--- src/rtl/bcd_seq_converter.sv ---
// bcd_seq_converter: sequential double-dabble converter from 14-bit binary to four BCD digits
// Ports:
//   clock, reset   rising-edge clock; asynchronous active-high reset
//   value          14-bit unsigned binary input, captured when a conversion starts
//   start          conversion request, sampled only while idle
//   busy           high from the accepting edge until the result edge
//   done           one-cycle pulse; results change on the same edge
//   digit0..3      BCD ones, tens, hundreds, thousands (saturate to 9999 on overflow)
//   overflow       last converted value exceeded 9999
//   lead_mask      bit i set when digit i or any higher digit is non-zero; bit 0 always set
module bcd_seq_converter #(
  parameter bit AUTO_RESTART = 1'b0
) (
  input  logic        clock,
  input  logic        reset,
  input  logic [13:0] value,
  input  logic        start,
  output logic        busy,
  output logic        done,
  output logic [3:0]  digit0,
  output logic [3:0]  digit1,
  output logic [3:0]  digit2,
  output logic [3:0]  digit3,
  output logic        overflow,
  output logic [3:0]  lead_mask
);
  typedef enum logic [1:0] {IDLE, SHIFT, DONE} state_t;
  state_t      state_q, state_d;
  logic [13:0] shift_q, shift_d, last_value_q, last_value_d;
  logic [15:0] scratch_q, scratch_d, result_q, result_d, adj;
  logic [3:0]  count_q, count_d, lead_mask_q, lead_mask_d;
  logic        done_q, done_d, overflow_q, overflow_d, trigger;
  assign trigger = start || (AUTO_RESTART && value != last_value_q);
  // +3 correction on every nibble >= 5, applied before each shift only
  always_comb begin
    for (int i = 0; i < 4; i++)
      adj[4*i +: 4] = scratch_q[4*i +: 4] >= 4'd5 ? scratch_q[4*i +: 4] + 4'd3 : scratch_q[4*i +: 4];
  end
  always_comb begin
    state_d      = state_q;
    shift_d      = shift_q;
    last_value_d = last_value_q;
    scratch_d    = scratch_q;
    count_d      = count_q;
    result_d     = result_q;
    overflow_d   = overflow_q;
    done_d       = 1'b0;
    case (state_q)
      IDLE: if (trigger) begin
        shift_d      = value;
        last_value_d = value;
        scratch_d    = 16'd0;
        count_d      = 4'd0;
        state_d      = SHIFT;
      end
      SHIFT: begin
        scratch_d = {adj[14:0], shift_q[13]};
        shift_d   = {shift_q[12:0], 1'b0};
        count_d   = count_q + 4'd1;
        if (count_q == 4'd13) state_d = DONE;
      end
      DONE: begin
        // scratch only holds four digits, so out-of-range values saturate instead
        overflow_d = last_value_q > 14'd9999;
        result_d   = overflow_d ? 16'h9999 : scratch_q;
        done_d     = 1'b1;
        state_d    = IDLE;
      end
      default: state_d = IDLE;
    endcase
  end
  assign lead_mask_d = {|result_d[15:12], |result_d[15:8], |result_d[15:4], 1'b1};
  always_ff @(posedge clock or posedge reset) begin
    if (reset) begin
      state_q      <= IDLE;
      shift_q      <= '0;
      last_value_q <= '0;
      scratch_q    <= '0;
      count_q      <= '0;
      result_q     <= '0;
      overflow_q   <= 1'b0;
      lead_mask_q  <= 4'b0001;
      done_q       <= 1'b0;
    end else begin
      state_q      <= state_d;
      shift_q      <= shift_d;
      last_value_q <= last_value_d;
      scratch_q    <= scratch_d;
      count_q      <= count_d;
      result_q     <= result_d;
      overflow_q   <= overflow_d;
      lead_mask_q  <= lead_mask_d;
      done_q       <= done_d;
    end
  end
  assign busy      = state_q != IDLE;
  assign done      = done_q;
  assign digit0    = result_q[3:0];
  assign digit1    = result_q[7:4];
  assign digit2    = result_q[11:8];
  assign digit3    = result_q[15:12];
  assign overflow  = overflow_q;
  assign lead_mask = lead_mask_q;
endmodule

--- config.mk ---
export PLATFORM = sky130hd
export DESIGN_NAME = bcd_seq_converter
export DESIGN_NICKNAME = d
export VERILOG_FILES = /design/src/rtl/bcd_seq_converter.sv
export SDC_FILE = /design/constraint.sdc
export NUM_CORES = 1
export LEC_CHECK = 0
export ABC_AREA = 1
export BUFFER_PORTS_ARGS = -buffer_cell sky130_fd_sc_hd__buf_2
export CELL_PAD_IN_SITES_DETAIL_PLACEMENT = 0
export CELL_PAD_IN_SITES_GLOBAL_PLACEMENT = 2
export CORE_MARGIN = 5
export CORE_UTILIZATION = 31
export CTS_BUF_LIST = sky130_fd_sc_hd__clkbuf_16
export CTS_CLUSTER_SIZE = 25
export DETAILED_ROUTE_END_ITERATION = 7
export PLACE_DENSITY_LB_ADDON = 0.1
export SYNTH_ARGS = -nofsm -noshare
export SYNTH_HDL_FRONTEND = slang
export SYNTH_SLANG_ARGS = --single-unit
--- constraint.sdc ---
create_clock -name clock -period 1.7 [get_ports clock]
set_input_delay 0 -clock clock [delete_from_list [all_inputs] [get_ports clock]]
set_output_delay 0 -clock clock [all_outputs]
set_load 0.05 [all_outputs]
==> Yosys cells after proc, flatten, opt, wreduce, memory -nomap -nowiden <==
Index checks and enable logic that the tools add are counted.
{ "word_totals": {"ff_bits": 71, "latchBits": 0, "ramBits": 0, "romBits": 0, "inputBits": 17, "output_inout_bits": 23, "n_memories": 0} }
{ "classes": {"addsub": 5, "mul": 0, "n_div": 0, "order_cmp": 5, "n_eq_ne": 5, "shift": 0, "mux": 16, "n_bitwise": 0, "reduce_logical": 9} }
{ "ops": {"columns": ["op", "n"], "rows": [
  ["$mux W16", 3],
  ["$pmux W16 S2", 1],
  ["$pmux W14 S2", 1],
  ["$ge A4 B3 Y1 const B", 4],
  ["$mux W4", 4],
  ["$gt A14 B14 Y1 const B", 1],
  ["$mux W14", 1],
  ["$add A4 B2 Y4 const B", 3],
  ["$reduce_or A12 Y1", 1],
  ["$pmux W4 S2", 1],
  ["$reduce_or A8 Y1", 1],
  ["$reduce_and A2 Y1", 3],
  ["$add A4 B1 Y4 const B", 1],
  ["$eq A4 B4 Y1 const B", 1],
  ["$mux W2", 2],
  ["$ne A2 B2 Y1 const B", 2],
  ["$pmux W2 S2", 1],
  ["$reduce_bool A2 Y1", 2],
  ["$reduce_or A4 Y1", 1],
  ["$add A3 B2 Y3 const B", 1],
  ["$mux W3", 1],
  ["$eq A2 B1 Y1 const B", 1],
  ["$eq A2 B2 Y1 const B", 1],
  ["$logic_not A2 Y1", 1],
  ["$mux W1", 1]
]} }

==> Logic depth before layout (Yosys ltp) <==
Gate-level depths: netlist of the first run.
{ "depth": {"word_depth": 4, "depth_mapped": 11} }

==> Worst setup path after synthesis of the first run <==
Ideal clock, no wire load.
{ "synth_path": {"path_type": "flip-flop to flip-flop", "startpoint": "reg scratch_q[4]", "endpoint": "reg scratch_q[5]", "arrival_time_ns": 1.250, "setup_slack_ns": 0.322, "stages_incl_launch_ff": 7, "period_less_slack_ns": 1.378, "path_cell_list": "dfrtp_1 -> inv_1 -> ha_1 -> or2_2 -> nand3_1 -> xor2_1 -> o22ai_1"} }
{ "synth_via": {"elab_chain_len": 3, "word_cells_on_any_way": 4} }
{ "synth_rtl": {"columns": ["item", "line", "rtl"], "rows": [
  ["from (decl)", "30", "logic [15:0] scratch_q, scratch_d, result_q, result_d, adj;"],
  ["from (signal assigned)", "88", "scratch_q <= scratch_d;"],
  ["$add A4 B2 Y4 / $ge A4 B3 Y1 (equally long branches)", "37", "adj[4*i +: 4] = scratch_q[4*i +: 4] >= 4'd5 ? scratch_q[4*i +: 4] + 4'd3 : scratch_q[4*i +: 4];"],
  ["$mux W4 *", "37", null],
  ["$pmux W16 S2 *", "48", "case (state_q)"]
]} }
Every way passes the cells marked *; elsewhere a longest branch is shown, timed or not.
A chain may end at the register's enable or synchronous reset.

==> Worst setup path in the final report of the first run <==
Same ends and word-level chain as after synthesis.

==> results of run 1 <==
placed cells by master (no fill, tap or decap), drive strengths merged:
cell         instances
nor2                29
bufinv               1
ha                  10
o21ai               31
or2                  2
nand2              113
clkinv               4
a31oi                1
a22oi                1
a21oi                4
nand4                2
xor2                 3
o211ai               1
conb                 1
o22ai                6
dlygate4sd3         15
o31ai                1
nand3               27
buf                 48
dfrtp               67
inv                 43
o32ai                2
a32o                 1
clkinvlp             1
clkbuf               9
worst paths after layout:
check	startpoint	to
worst max-delay path	scratch_q[4]	scratch_q[5]
worst min-delay path	start	state_q[0]
worst max register to register	scratch_q[4]	scratch_q[5]
worst min register to register	overflow	overflow
max in group asynchronous	reset	result_q[13]
min in group asynchronous	reset	scratch_q[10]
cells in the mapped netlist (all sizes together):
library cell / instances
o211ai: 1
or2: 2
a32o: 1
a31oi: 1
buf: 7
o22ai: 6
o21ai: 31
nor2: 29
o32ai: 2
ha: 10
nand3: 27
clkbuf: 3
conb: 1
nand2: 113
a21oi: 4
dfrtp: 67
nand4: 2
inv: 43
xor2: 3
o31ai: 1
a22oi: 1
routing by layer:
layer | vias to the layer above | routed length (um) | share of wire, %
li1 | 1257 | - | -
met1 | 1140 | 3600 | 49
met2 | 44 | 3290 | 45
met3 | 11 | 297 | 4.1
met4 | 0 | 131 | 1.8
met5 | - | 0 | 0
logic make-up after synthesis:
logic type,count (synthesis),share of synthesized area [%]
and+or+nand+nor,173,23.9
DFF,67,54.8
buffers and inverters,53,7.36
AOI/OAI and AO/OA,48,8.80
adders and majority gates,10,4.09
xor gates and xnor gates,3,0.859
other,1,0.123
state kept, by name, summed over array words and instances, names as in the netlist:
| signal | cells |
|---|---|
| overflow | 1 |
| state_q | 2 |
| result_q | 16 |
| shift_q | 14 |
| last_value_q | 10 |
| count_q | 4 |
| lead_mask | 3 |
| done | 1 |
| scratch_q | 16 |
layout make-up:
cell class / instances / area (um2) / area share [%]
sequential: 67 / 1680 / 43.1
multi-input combinational: 235 / 1160 / 29.8
timing repair buffer: 63 / 440 / 11.3
clock buffer: 9 / 225 / 5.80
tap: 133 / 166 / 4.28
inverter: 43 / 161 / 4.15
clock inverter: 6 / 57.6 / 1.48
critical path, stage by stage (launching register included):
cell and delay (ns):
dfrtp_1 0.37, inv_1 0.11, ha_1 0.22, or2_2 0.30, nand3_1 0.15, xor2_1 0.16, o22ai_1 0.08
power by group:
group	total, mW	switching [mW]	internal (mW)
Sequential	2.70	0.417	2.28
Combinational	3.38	2.27	1.11
Clock	1.79	0.674	1.12
what timing repair did:
item	CTS	global route
gates resized for setup	0	1
hold endpoints to repair	42	0
endpoints found under the setup margin	0	3
hold buffers	15	0
==> impl_metrics.yaml, run 1 <==
status:
  outcome: "complete, no violations"
global_route:
  use_met1_pct: 18.0
  antenna_found_initial: 0
  grt_usage_pct: 13.7
  use_met2_pct: 22.0
  gr-total-overflow: 0
  grt_max_degree: 26
  grt_pass1_vias: 2545
  grt_pass1_wl_mm: 12.6
  use_met3_pct: 2.94
  grt_busiest_layer: "met2"
clocking:
  cts_max_path_buffers: 2
  cts_tree: "built"
  cts_buffers: 9
  root_buffer: "clkbuf_16"
  clkTransAtPathRegs_ns: 0.06
  postCtsSetupBuffers: 0
  htree_levels: 3
  clkLatencyLatePin_ns: 0.33
  cts_sinks: 67
final_layout:
  drive_gt1_share_pct: 18.7
  antenna_cells: 0
  fin_area_um2: 3890
  fin_cells: 556
  syn2layout_area_growth_pct: 27.1
  final_nets: 446
  fillerInstances: 1037
  utilization_pct: 40.1
placed_design:
  dp_hpwl_mm: 5.30
  dp_slack_ns: 0.131
  place_inst: 526
  place.gp.congestion: 0.742
  io_buffers: 38
  place_area_um2: 3450
die:
  die-area_um2: 12000
  core.rowCount: 36
  initial_core_util_pct: 31.6
  io_pins: 40
  die_x_um: 109
  die_h_um: 109
  coreArea_um2: 9680
sta:
  max_freq_mhz: 668
  rsz0062_at_grt: "no"
  fin_crit_sh_pct: 88.1
  fin_skew_ns: 0.00840
  slew_headroom_pct: 65.9
  setup_ws_ns: 0.202
  slew_viol_final: 0
  finalSetupTns_ns: 0
  period_needed_ns: 1.50
  finalSetupViolCount: 0
  tightest_slew_ns: 0.512
  hold_slack_ns: 0.125
  hold_viol_final: 0
critical_path:
  start_kind: "register"
  r2r_slack_ns: 0.20
  cp.required_ns: 1.90
  crit_arrival_ns: 1.70
  critPathKind: "register to register"
  r2r_cells: 6
  crit_fanout: 4
  cp-end-kind: "register"
power_and_ir_drop:
  power_density_nw_per_um2: 2020
  peakVddDrop_uv: 759
  p_leak_nw: 2.00
  power.total_mw: 7.87
yosys:
  synthesis.area_um2: 3060
  synth_top_area_share_pct: 54.8
  ys_types: 30
  synthesis.instances: 355
  yosysSeqAreaShare_pct: 54.8
  synthTopCellsByArea: "dfrtp_1 (55%), nand2_1 (14%), inv_1 (4.4%)"
  synth.avg_cell_area_um2: 8.61
  yosys_warnings: 0
  synth_seq_cells: 67
  yosysTopAreaCell: "dfrtp_1"
  syn_nets: 382
detailed_routing:
  wl_mm: 7.32
  via_count: 2452
  drc_errors: 0
  ant_nets: 0
  firstDrtPassIters: 4
  drt_iter0_drc: 77
  viasPerCell: 4.41
  routedWlPerCell_um: 13.2
worst_hold_path:
  hold-path-cell-count: 4
  hold_path.class: "input pin to register"
job:
  cap_violations: 0
Power figures use the tool's default switching activity.
==> inputs of run 2 (changes only) <==
--- a/config.mk
+++ b/config.mk
@@ -15,6 +15,7 @@
 export CTS_CLUSTER_SIZE = 25
 export DETAILED_ROUTE_END_ITERATION = 7
 export PLACE_DENSITY_LB_ADDON = 0.1
+export REMOVE_ABC_BUFFERS = 1
 export SYNTH_ARGS = -nofsm -noshare
 export SYNTH_HDL_FRONTEND = slang
 export SYNTH_SLANG_ARGS = --single-unit
==> impl_metrics.yaml, run 2 (synthesized netlist as in run 1, its figures left out) <==
detailed_routing:
  via_count: 2428
  firstDrtPassIters: 4
  drc_errors: 0
  wl_mm: 7.20
  routedWlPerCell_um: 13.0
  viasPerCell: 4.37
  ant_nets: 0
  drt_iter0_drc: 134
critical_path:
  cp-end-kind: "register"
  start_kind: "register"
  critPathKind: "register to register"
  crit_arrival_ns: 1.69
  crit_start: "scratch_q[4]"
  crit_fanout: 4
  cp.required_ns: 1.89
  critPathTopFamily: "simple AND/OR/NAND/NOR gates"
  critPathSlowestCell: "dfrtp_1"
  cp_cell_sequence: "inv_1 -> ha_1 -> or2_2 -> nand3_1 -> xor2_1 -> o22ai_1"
  critical_path_buf_inv_count: 1
  slowest_delay_ns: 0.36
  r2r-start: "scratch_q[4]"
clocking:
  root_buffer: "clkbuf_16"
  postCtsSetupBuffers: 0
  cts_buffers: 9
  cts_sinks: 67
  htree_levels: 3
  clkTransAtPathRegs_ns: 0.05
  cts_max_path_buffers: 2
  cts_tree: "built"
  clkLatencyLatePin_ns: 0.32
final_layout:
  layout_commonest_cell: "nand2_1"
  syn2layout_area_growth_pct: 27.0
  drive_gt1_share_pct: 18.9
  regArea_um2: 1680
  final_cell_mix: "nand2_1 (110), dfrtp_1 (67), buf_2 (38)"
  antenna_cells: 0
  fin_cells: 556
  fillerInstances: 1032
  reg_top3: "result_q: 16 flops, scratch_q: 16 flops, shift_q: 14 flops"
  multi_input_area_um2: 1170
  final_nets: 445
sta:
  finalSetupViolCount: 0
  fin_skew_ns: 0.00550
  hold_viol_final: 0
  finalSetupTns_ns: 0
  slew_viol_final: 0
  max_freq_mhz: 669
  fin_crit_sh_pct: 87.9
  hold_slack_ns: 0.0766
  period_needed_ns: 1.49
job:
  cap_violations: 0
status:
  outcome: "complete, no violations"
placed_design:
  dp_hpwl_mm: 5.20
  place.gp.congestion: 0.765
  place_inst: 525
  io_buffers: 38
die:
  die_h_um: 109
  die_x_um: 109
  coreArea_um2: 9680
  initial_core_util_pct: 31.6
  die-area_um2: 12000
  io_pins: 40
  core.rowCount: 36
power_and_ir_drop:
  p_leak_nw: 2.00
  peakVddDrop_uv: 714
  power_frac_seq_pct: 34.3
  power.total_mw: 7.89
  switching_share_pct: 42.9
  pwr-share-clk_pct: 22.7
  p_sw_mw: 3.39
  power_density_nw_per_um2: 2030
  p_int_mw: 4.50
  comb_power_share_pct: 43.1
global_route:
  grt_pass1_vias: 2398
  grt_max_degree: 30
  grt_usage_pct: 13.3
  antenna_found_initial: 0
  grt_pass1_wl_mm: 12.2
  gr-total-overflow: 0
worst_hold_path:
  hold_path.class: "input pin to async pin"
run 2: cell types whose count changed in the layout (fill, tap and decap cells not counted), sizes merged:
cell,delta
inv,+1
buf,-1
run 2: what timing repair did:
item,in CTS,in global routing
setup endpoints to repair,0,3
hold buffers,15,0
endpoints found under the hold margin,91,0
gates resized for setup,0,5
run 2: worst reg2reg max path: stages (launching register included):
cell,delay (ns)
dfrtp_1,0.36
inv_1,0.10
ha_1,0.22
or2_2,0.30
nand3_1,0.15
xor2_1,0.16
o22ai_1,0.08
run 2: final timing paths:
path / depth (start not counted) / slack, ns / end
worst min-delay path: 3 / 0.08 / count_q[0]
max in group asynchronous: 4 / 1.13 / overflow
min in group clock: 4 / 0.13 / state_q[0]
worst min register to register: 2 / 0.48 / overflow
worst max register to register: 6 / 0.21 / scratch_q[5]
worst max-delay path: 6 / 0.21 / scratch_q[5]
run 2: area by class of cell:
cell class              count  area share (%)
flip-flops and latches     67            43.2
multi-input cells         235            30.2
inverters                  43            4.15
clock buffers               9            5.80
repair buffers             62            10.8
well taps                 133            4.28
clock inverters             7            1.55
run 2: per-stage QoR:
step	cell area, um2	setup slack (ns)	utilization (%)
floorplan	2990	0.0168	-
global placement	3430	0.0580	35.4
detailed placement	3430	0.0462	35.4
CTS	3870	0.0377	39.9
global route	3880	-0.0135	40.1
finish	3880	0.206	40.1
run 2: power groups by stage:
stage	registers, mW	logic (mW)	clock network [mW]
2_1_floorplan	3.16	2.02	0
3_3_place_gp	2.72	3.43	0
3_5_place_dp	2.72	3.40	0
4_1_cts	2.70	3.43	1.84
5_1_grt	2.79	3.85	1.93
6_report	2.70	3.40	1.79
run 2: routing by layer:
| metal | up-vias | wire length [um] | GRT usage [%] |
|---|---|---|---|
| met5 | - | 0 | 0 |
| met4 | 0 | 74 | 3.74 |
| met3 | 6 | 273 | 3.82 |
| met2 | 38 | 3430 | 21.8 |
| met1 | 1130 | 3430 | 17.3 |
| li1 | 1254 | - | - |
